==> src/rtl/alu_regfile_datapath_pkg.sv <==
// Shared widths, ALU opcodes and register reset constants for the datapath slice.
// Latency: n/a (declarations only).
// Backpressure: n/a.
package alu_pkg;

  localparam int WIDTH = 32;
  localparam int NREGS = 4;
  localparam int AW    = 2;

  localparam logic [2:0] ALU_ADD  = 3'b000;
  localparam logic [2:0] ALU_SUB  = 3'b001;
  localparam logic [2:0] ALU_AND  = 3'b010;
  localparam logic [2:0] ALU_OR   = 3'b011;
  localparam logic [2:0] ALU_XOR  = 3'b100;
  localparam logic [2:0] ALU_NOR  = 3'b101;
  localparam logic [2:0] ALU_SLT  = 3'b110;
  localparam logic [2:0] ALU_SLTU = 3'b111;

  localparam logic [WIDTH-1:0] RST_R0 = 32'h12345678;
  localparam logic [WIDTH-1:0] RST_R1 = 32'h9ABCDEF0;
  localparam logic [WIDTH-1:0] RST_R2 = 32'h0F0F0F0F;
  localparam logic [WIDTH-1:0] RST_R3 = 32'hFFFF0000;

  // Reset constant for register idx.
  function automatic logic [WIDTH-1:0] reset_value(input logic [AW-1:0] idx);
    case (idx)
      2'd0:    reset_value = RST_R0;
      2'd1:    reset_value = RST_R1;
      2'd2:    reset_value = RST_R2;
      default: reset_value = RST_R3;
    endcase
  endfunction

endpackage

==> src/rtl/alu_regfile_datapath_if.sv <==
// Bundles the datapath control/address/data signals; master drives controls, slave is the datapath.
// Latency: n/a (wiring only).
// Backpressure: none; every field is a level, no handshake.
interface alu_regfile_datapath_if;
  import alu_pkg::*;

  logic             wr;          // write enable
  logic             wsel;        // 1 = ALU result, 0 = data3
  logic [AW-1:0]    addr1;       // read port 1 / operand a
  logic [AW-1:0]    addr2;       // read port 2 / operand b
  logic [AW-1:0]    addr3;       // write address
  logic [WIDTH-1:0] data3;       // external write data
  logic [2:0]       alucontrol;  // ALU opcode
  logic [WIDTH-1:0] data1;
  logic [WIDTH-1:0] data2;
  logic [WIDTH-1:0] result;
  logic             zero;
  logic             carry;
  logic             overflow;

  modport master (
    output wr, wsel, addr1, addr2, addr3, data3, alucontrol,
    input  data1, data2, result, zero, carry, overflow
  );

  modport slave (
    input  wr, wsel, addr1, addr2, addr3, data3, alucontrol,
    output data1, data2, result, zero, carry, overflow
  );

endinterface

==> src/rtl/alu_regfile_datapath_alu32.sv <==
// Combinational 32-bit ALU: add/sub/and/or/xor/nor/slt/sltu with zero, carry, overflow flags.
// Latency: 0 cycles (pure combinational).
// Backpressure: none.
// Ports: a, b operands; alucontrol opcode; result, zero, carry (add carry / sub no-borrow), overflow.
module alu32
  import alu_pkg::*;
(
  input  logic [WIDTH-1:0] a,
  input  logic [WIDTH-1:0] b,
  input  logic [2:0]       alucontrol,
  output logic [WIDTH-1:0] result,
  output logic             zero,
  output logic             carry,
  output logic             overflow
);

  logic             w_is_sub;
  logic [WIDTH-1:0] w_b_eff;
  logic [WIDTH:0]   w_sum;
  logic             w_ovf;

  // One adder serves add and sub: sub is a + ~b + 1, so carry-out means no borrow.
  assign w_is_sub = (alucontrol == ALU_SUB);
  assign w_b_eff  = w_is_sub ? ~b : b;
  assign w_sum    = {1'b0, a} + {1'b0, w_b_eff} + {{WIDTH{1'b0}}, w_is_sub};
  // Signed overflow: operands (as seen by the adder) agree in sign but the sum does not.
  assign w_ovf    = (a[WIDTH-1] == w_b_eff[WIDTH-1]) && (w_sum[WIDTH-1] != a[WIDTH-1]);

  always_comb begin
    result   = '0;
    carry    = 1'b0;
    overflow = 1'b0;
    case (alucontrol)
      ALU_ADD, ALU_SUB: begin
        result   = w_sum[WIDTH-1:0];
        carry    = w_sum[WIDTH];
        overflow = w_ovf;
      end
      ALU_AND:  result = a & b;
      ALU_OR:   result = a | b;
      ALU_XOR:  result = a ^ b;
      ALU_NOR:  result = ~(a | b);
      ALU_SLT:  result = {{(WIDTH-1){1'b0}}, ($signed(a) < $signed(b))};
      default:  result = {{(WIDTH-1){1'b0}}, (a < b)};
    endcase
  end

  assign zero = (result == '0);

endmodule

==> src/rtl/alu_regfile_datapath.sv <==
// 4x32 register file (2 async read ports, 1 sync write port) feeding alu32; write data is ALU result or data3.
// Latency: reads/ALU 0 cycles; writes visible right after the writing rising edge.
// Backpressure: none; a write is accepted on every edge with wr=1 and rst released.
// Ports: clk, rst (async active-low, loads reset constants), bus (slave side of alu_regfile_datapath_if).
module alu_regfile_datapath
  import alu_pkg::*;
(
  input  logic                      clk,
  input  logic                      rst,
  alu_regfile_datapath_if.slave     bus
);

  logic [WIDTH-1:0] r_regs [NREGS];
  logic [WIDTH-1:0] w_data1;
  logic [WIDTH-1:0] w_data2;
  logic [WIDTH-1:0] w_result;
  logic [WIDTH-1:0] w_wd;
  logic             w_zero;
  logic             w_carry;
  logic             w_overflow;

  // No write bypass: reads always see the registered value.
  assign w_data1 = r_regs[bus.addr1];
  assign w_data2 = r_regs[bus.addr2];

  alu32 u_alu (
    .a          (w_data1),
    .b          (w_data2),
    .alucontrol (bus.alucontrol),
    .result     (w_result),
    .zero       (w_zero),
    .carry      (w_carry),
    .overflow   (w_overflow)
  );

  assign w_wd = bus.wsel ? w_result : bus.data3;

  // Reset dominates: a write edge that coincides with rst low is discarded.
  always_ff @(posedge clk or negedge rst) begin
    if (!rst) begin
      for (int i = 0; i < NREGS; i++) begin
        r_regs[i] <= reset_value(AW'(i));
      end
    end else if (bus.wr) begin
      r_regs[bus.addr3] <= w_wd;
    end
  end

  assign bus.data1    = w_data1;
  assign bus.data2    = w_data2;
  assign bus.result   = w_result;
  assign bus.zero     = w_zero;
  assign bus.carry    = w_carry;
  assign bus.overflow = w_overflow;

endmodule

==> src/flat_wrapper.sv <==
// flat-port wrapper written by rule: the top's interface ports become plain ports
module alu_regfile_datapath_flat import alu_pkg::*;
  (clk, rst, bus_wr, bus_wsel, bus_addr1, bus_addr2, bus_addr3, bus_data3, bus_alucontrol, bus_data1, bus_data2, bus_result, bus_zero, bus_carry, bus_overflow);
  alu_regfile_datapath_if bus_i ();
  input  logic clk;
  input  logic rst;
  input wire logic [$bits(bus_i.wr)-1:0] bus_wr;
  input wire logic [$bits(bus_i.wsel)-1:0] bus_wsel;
  input wire logic [$bits(bus_i.addr1)-1:0] bus_addr1;
  input wire logic [$bits(bus_i.addr2)-1:0] bus_addr2;
  input wire logic [$bits(bus_i.addr3)-1:0] bus_addr3;
  input wire logic [$bits(bus_i.data3)-1:0] bus_data3;
  input wire logic [$bits(bus_i.alucontrol)-1:0] bus_alucontrol;
  output wire logic [$bits(bus_i.data1)-1:0] bus_data1;
  output wire logic [$bits(bus_i.data2)-1:0] bus_data2;
  output wire logic [$bits(bus_i.result)-1:0] bus_result;
  output wire logic [$bits(bus_i.zero)-1:0] bus_zero;
  output wire logic [$bits(bus_i.carry)-1:0] bus_carry;
  output wire logic [$bits(bus_i.overflow)-1:0] bus_overflow;
  assign bus_i.wr = bus_wr;
  assign bus_i.wsel = bus_wsel;
  assign bus_i.addr1 = bus_addr1;
  assign bus_i.addr2 = bus_addr2;
  assign bus_i.addr3 = bus_addr3;
  assign bus_i.data3 = bus_data3;
  assign bus_i.alucontrol = bus_alucontrol;
  assign bus_data1 = bus_i.data1;
  assign bus_data2 = bus_i.data2;
  assign bus_result = bus_i.result;
  assign bus_zero = bus_i.zero;
  assign bus_carry = bus_i.carry;
  assign bus_overflow = bus_i.overflow;
  alu_regfile_datapath u_core (.clk(clk), .rst(rst), .bus(bus_i));
endmodule
==> config.mk <==
export PLATFORM = sky130hd
export DESIGN_NAME = alu_regfile_datapath_flat
export DESIGN_NICKNAME = d
export VERILOG_FILES = /design/src/rtl/alu_regfile_datapath_pkg.sv /design/src/rtl/alu_regfile_datapath_if.sv /design/src/rtl/alu_regfile_datapath_alu32.sv /design/src/rtl/alu_regfile_datapath.sv /design/src/flat_wrapper.sv
export SDC_FILE = /design/constraint.sdc
export NUM_CORES = 1
export LEC_CHECK = 0
export ABC_AREA = 1
export CORE_UTILIZATION = 45
export CTS_BUF_LIST = sky130_fd_sc_hd__clkbuf_16
export CTS_CLUSTER_SIZE = 14
export DETAILED_ROUTE_END_ITERATION = 7
export GPL_TIMING_DRIVEN = 0
export PLACE_DENSITY = 0.76
export SLEW_MARGIN = 20
export SYNTH_ARGS = -nofsm -noshare
export SYNTH_HDL_FRONTEND = slang
export SYNTH_HIERARCHICAL = 1
export SYNTH_SLANG_ARGS = --single-unit
==> constraint.sdc <==
create_clock -name clk -period 7.2 [get_ports clk]
set_input_delay 1.44 -clock clk [delete_from_list [all_inputs] [get_ports clk]]
set_output_delay 1.44 -clock clk [all_outputs]
set_load 0.02 [all_outputs]
==> impl_metrics.ini <==
[run_status]
status = complete, no violations

[critical_path]
worstSetupPathType = input port to primary output
ff2ff_path_depth = 20
endpoint_kind = primary output
start_kind = input port
regToRegSetupSlack_ns = 3.65
crit_fanout = 10
crit_arrival_ns = 5.68
cp.required_ns = 5.76

[sta]
fin_ws_ns = 0.0832
final.setup_skew_ns = 0.0170
slew_viol_final = 0
fin_crit_ns = 7.12
final_hold_viol_count = 0
worstMarginPinSlew_ns = 0.787
fmax_mhz = 141
finalCritPeriodShare_pct = 98.8
setup_violations = 0
max-slew-margin-rel_pct = 47.5

[clock_tree]
cts_tree = done
ctsHtreeMaxLevel = 4
clock_sinks = 128
numCtsBuffers = 17
cts_hold_buffers = 0
clock_path_buffers = 2
cts-root-buf = clkbuf_16
clk_latency_ns = 0.43
path_clk_slew_ns = 0.05

[grt]
track_usage_pct = 32.8
first_global_vias = 14100
gr-total-overflow = 0
grt_max_degree = 94
grt_pass1_wl_mm = 77.1
grt_antenna_before_repair = 0

[finish]
antennaDiodeCount = 0
drive_gt1_share_pct = 8.34
n_fill_cell = 2885
syn_to_final_growth_pct = 19.7
reg.largest.list = u_core/r_regs (128)
multi_input_area_mm2 = 0.00857
largest_register_ffs = 128
final_cells = 2817
post-route-cell-area_mm2 = 0.0160
register_area_mm2 = 0.00328
nets = 2602
regMostFlops = u_core/r_regs

[synthesis]
synth_cell_type_count = 42
ys_warn_count = 6
synth_area_mm2 = 0.0134
synth_seq_cells = 128
synth_nets = 2438
synth.avg_cell_area_um2 = 5.93
ys_seq_area_share_pct = 24.5
syn_inst = 2256

[hold_path]
hold_depth = 2
min_path_type = flip-flop to flip-flop

[die]
rows = 62
initial_core_util_pct = 46.1
io_pins = 144
die_height_um = 174
dieArea_mm2 = 0.0304
die_w_um = 174
core_area_mm2 = 0.0290

[place]
numPortBuffers = 139
postPlaceCellArea_mm2 = 0.0153
dpl.cell_count = 2780
pre_cts_slack_ns = -0.766
place_hpwl_mm = 40.4
gp_congestion = 1.01

[drt]
wl_per_cell_um = 17.8
drc = 0
routed_wl_mm = 50.2
drt_iter0_drc = 1678
dr.pass1.iters = 7
via_per_inst = 5.37
postRouteAntennaNets = 0
vias = 15100

[power]
power_density_mw_per_mm2 = 246
ir_drop_mv = 0.144
p_leak_nw = 9.06

[job]
drv_cap = 0
## worst paths after layout
| path | startpoint | end |
|---|---|---|
| min in group asynchronous | rst | u_core/r_regs[47]$_DFFE_PN0P_ |
| worst max register to register | u_core/r_regs[43]$_DFFE_PN1P_ | u_core/r_regs[112]$_DFFE_PN0P_ |
| max in group asynchronous | rst | u_core/r_regs[59]$_DFFE_PN1P_ |
| worst min register to register | u_core/r_regs[69]$_DFFE_PN1P_ | u_core/r_regs[69]$_DFFE_PN1P_ |
| worst max-delay path | bus_addr1[0] | bus_zero |
| worst min-delay path | u_core/r_regs[69]$_DFFE_PN1P_ | u_core/r_regs[69]$_DFFE_PN1P_ |
## Yosys cell counts, drive strengths merged
cell type | number | area (um^2)
a21o | 3 | 22.5
a21oi | 59 | 295
a221oi | 22 | 205
a31oi | 1 | 6.26
and3 | 1 | 6.26
buf | 43 | 214
clkbuf | 46 | 173
clkinv | 1 | 3.75
dfrtp | 64 | 1600
dfstp | 64 | 1680
fa | 1 | 20.0
ha | 136 | 1700
inv | 330 | 1240
nand2 | 1078 | 4080
nand3 | 190 | 971
nand3b | 3 | 22.5
nand4 | 3 | 18.8
nor2 | 92 | 355
nor3 | 19 | 111
nor3b | 1 | 7.51
nor4 | 2 | 12.5
o2111ai | 1 | 8.76
o21a | 1 | 7.51
o21ai | 49 | 249
o21bai | 4 | 30.0
o22ai | 7 | 43.8
o31ai | 1 | 7.51
or2 | 1 | 6.26
xnor2 | 1 | 8.76
xor2 | 32 | 280
## cell type report
cell class,instances,area share [%]
clock inverter,15,0.718
buffer,89,2.79
inverter,331,7.75
multi-input combinational,1708,53.5
timing repair buffer,145,9.15
sequential,128,20.5
clock buffer,17,2.65
tap,384,3.00
## kinds of logic after synthesis
logic type | Yosys count | share of synthesized area [%]
flops | 128 | 24.5
compound gates | 148 | 6.54
xor+xnor | 33 | 2.16
fa+ha+maj | 137 | 12.9
simple gates | 1390 | 41.8
buf+inv | 420 | 12.2
## report_power, final
part           switching [mW]  total [mW]  internal (mW)
clock network           0.302       0.796          0.494
registers              0.0783       0.992          0.914
logic                    1.42        2.16          0.741
total                    1.80        3.95           2.15
## timing repair
| action | 4_1_cts | 5_1_grt |
|---|---|---|
| setup buffers | 0 | 5 |
| setup endpoints to repair | 17 | 12 |
| gates resized for setup | 23 | 58 |
| pin swaps | 0 | 3 |
## layer usage
metal  global-route usage (%)  routed length [um]
met2                     53.3               23000
met3                     5.01                4700
met4                     11.5                1430
met1                     44.1               21000
met5                        0                   0
## worst max-delay path: stages
cell and delay (ns):
clkdlybuf4s50_1 0.52, clkbuf_4 0.24, buf_2 0.29, nand2_1 0.09, nand3_1 0.13, nand2_1 0.25, ha_1 0.48, nand2_1 0.09
nor2_1 0.27, nand2_1 0.16, nor3_1 0.16, nand2_1 0.15, nand2_1 0.12, nand2_1 0.06, nand3_1 0.11, nand2_1 0.11
nor2_1 0.13, nand3_1 0.08, nor2_1 0.17, nand2_1 0.15, nor2_1 0.19, clkdlybuf4s15_2 0.29
## placed cells by master, fill, tap and decap left out, types with 3 or more instances in the layout
master / netlist / final
o21ai_0: 37 / 37
o22ai_1: 7 / 7
nand3_2: 4 / 4
o21bai_1: 4 / 4
dfstp_2: 64 / 64
dfrtp_1: 64 / 64
clkbuf_16: 0 / 17
nor2_1: 90 / 90
nand2_2: 13 / 24
nand3b_1: 3 / 3
clkdlybuf4s50_1: 0 / 134
buf_2: 30 / 33
o21ai_1: 11 / 11
ha_4: 0 / 4
clkinv_1: 1 / 7
a221oi_1: 20 / 20
clkbuf_1: 46 / 27
nand3_1: 186 / 186
inv_2: 5 / 5
clkbuf_4: 0 / 6
a21o_1: 3 / 3
nand2_1: 1065 / 1054
ha_1: 136 / 130
xor2_1: 32 / 32
clkbuf_2: 0 / 18
nand4_1: 3 / 3
nor3_1: 17 / 17
inv_1: 325 / 329
a21oi_1: 59 / 58
buf_4: 0 / 8
## per-stage QoR
step / setup TNS, ns / power, mW / utilization (%) / hold slack [ns]
floorplan: 0 / 2.34 / - / 0.448
global placement: -21.06 / 3.02 / 52.6 / 0.454
detailed placement: -1.96 / 3.07 / 52.7 / 0.458
CTS: 0 / 3.88 / 54.7 / 0.468
global route: -0.00562 / 4.22 / 55.3 / 0.476
finish: 0 / 3.95 / 55.3 / 0.467
Note: power is estimated with default switching activity, not from simulation.
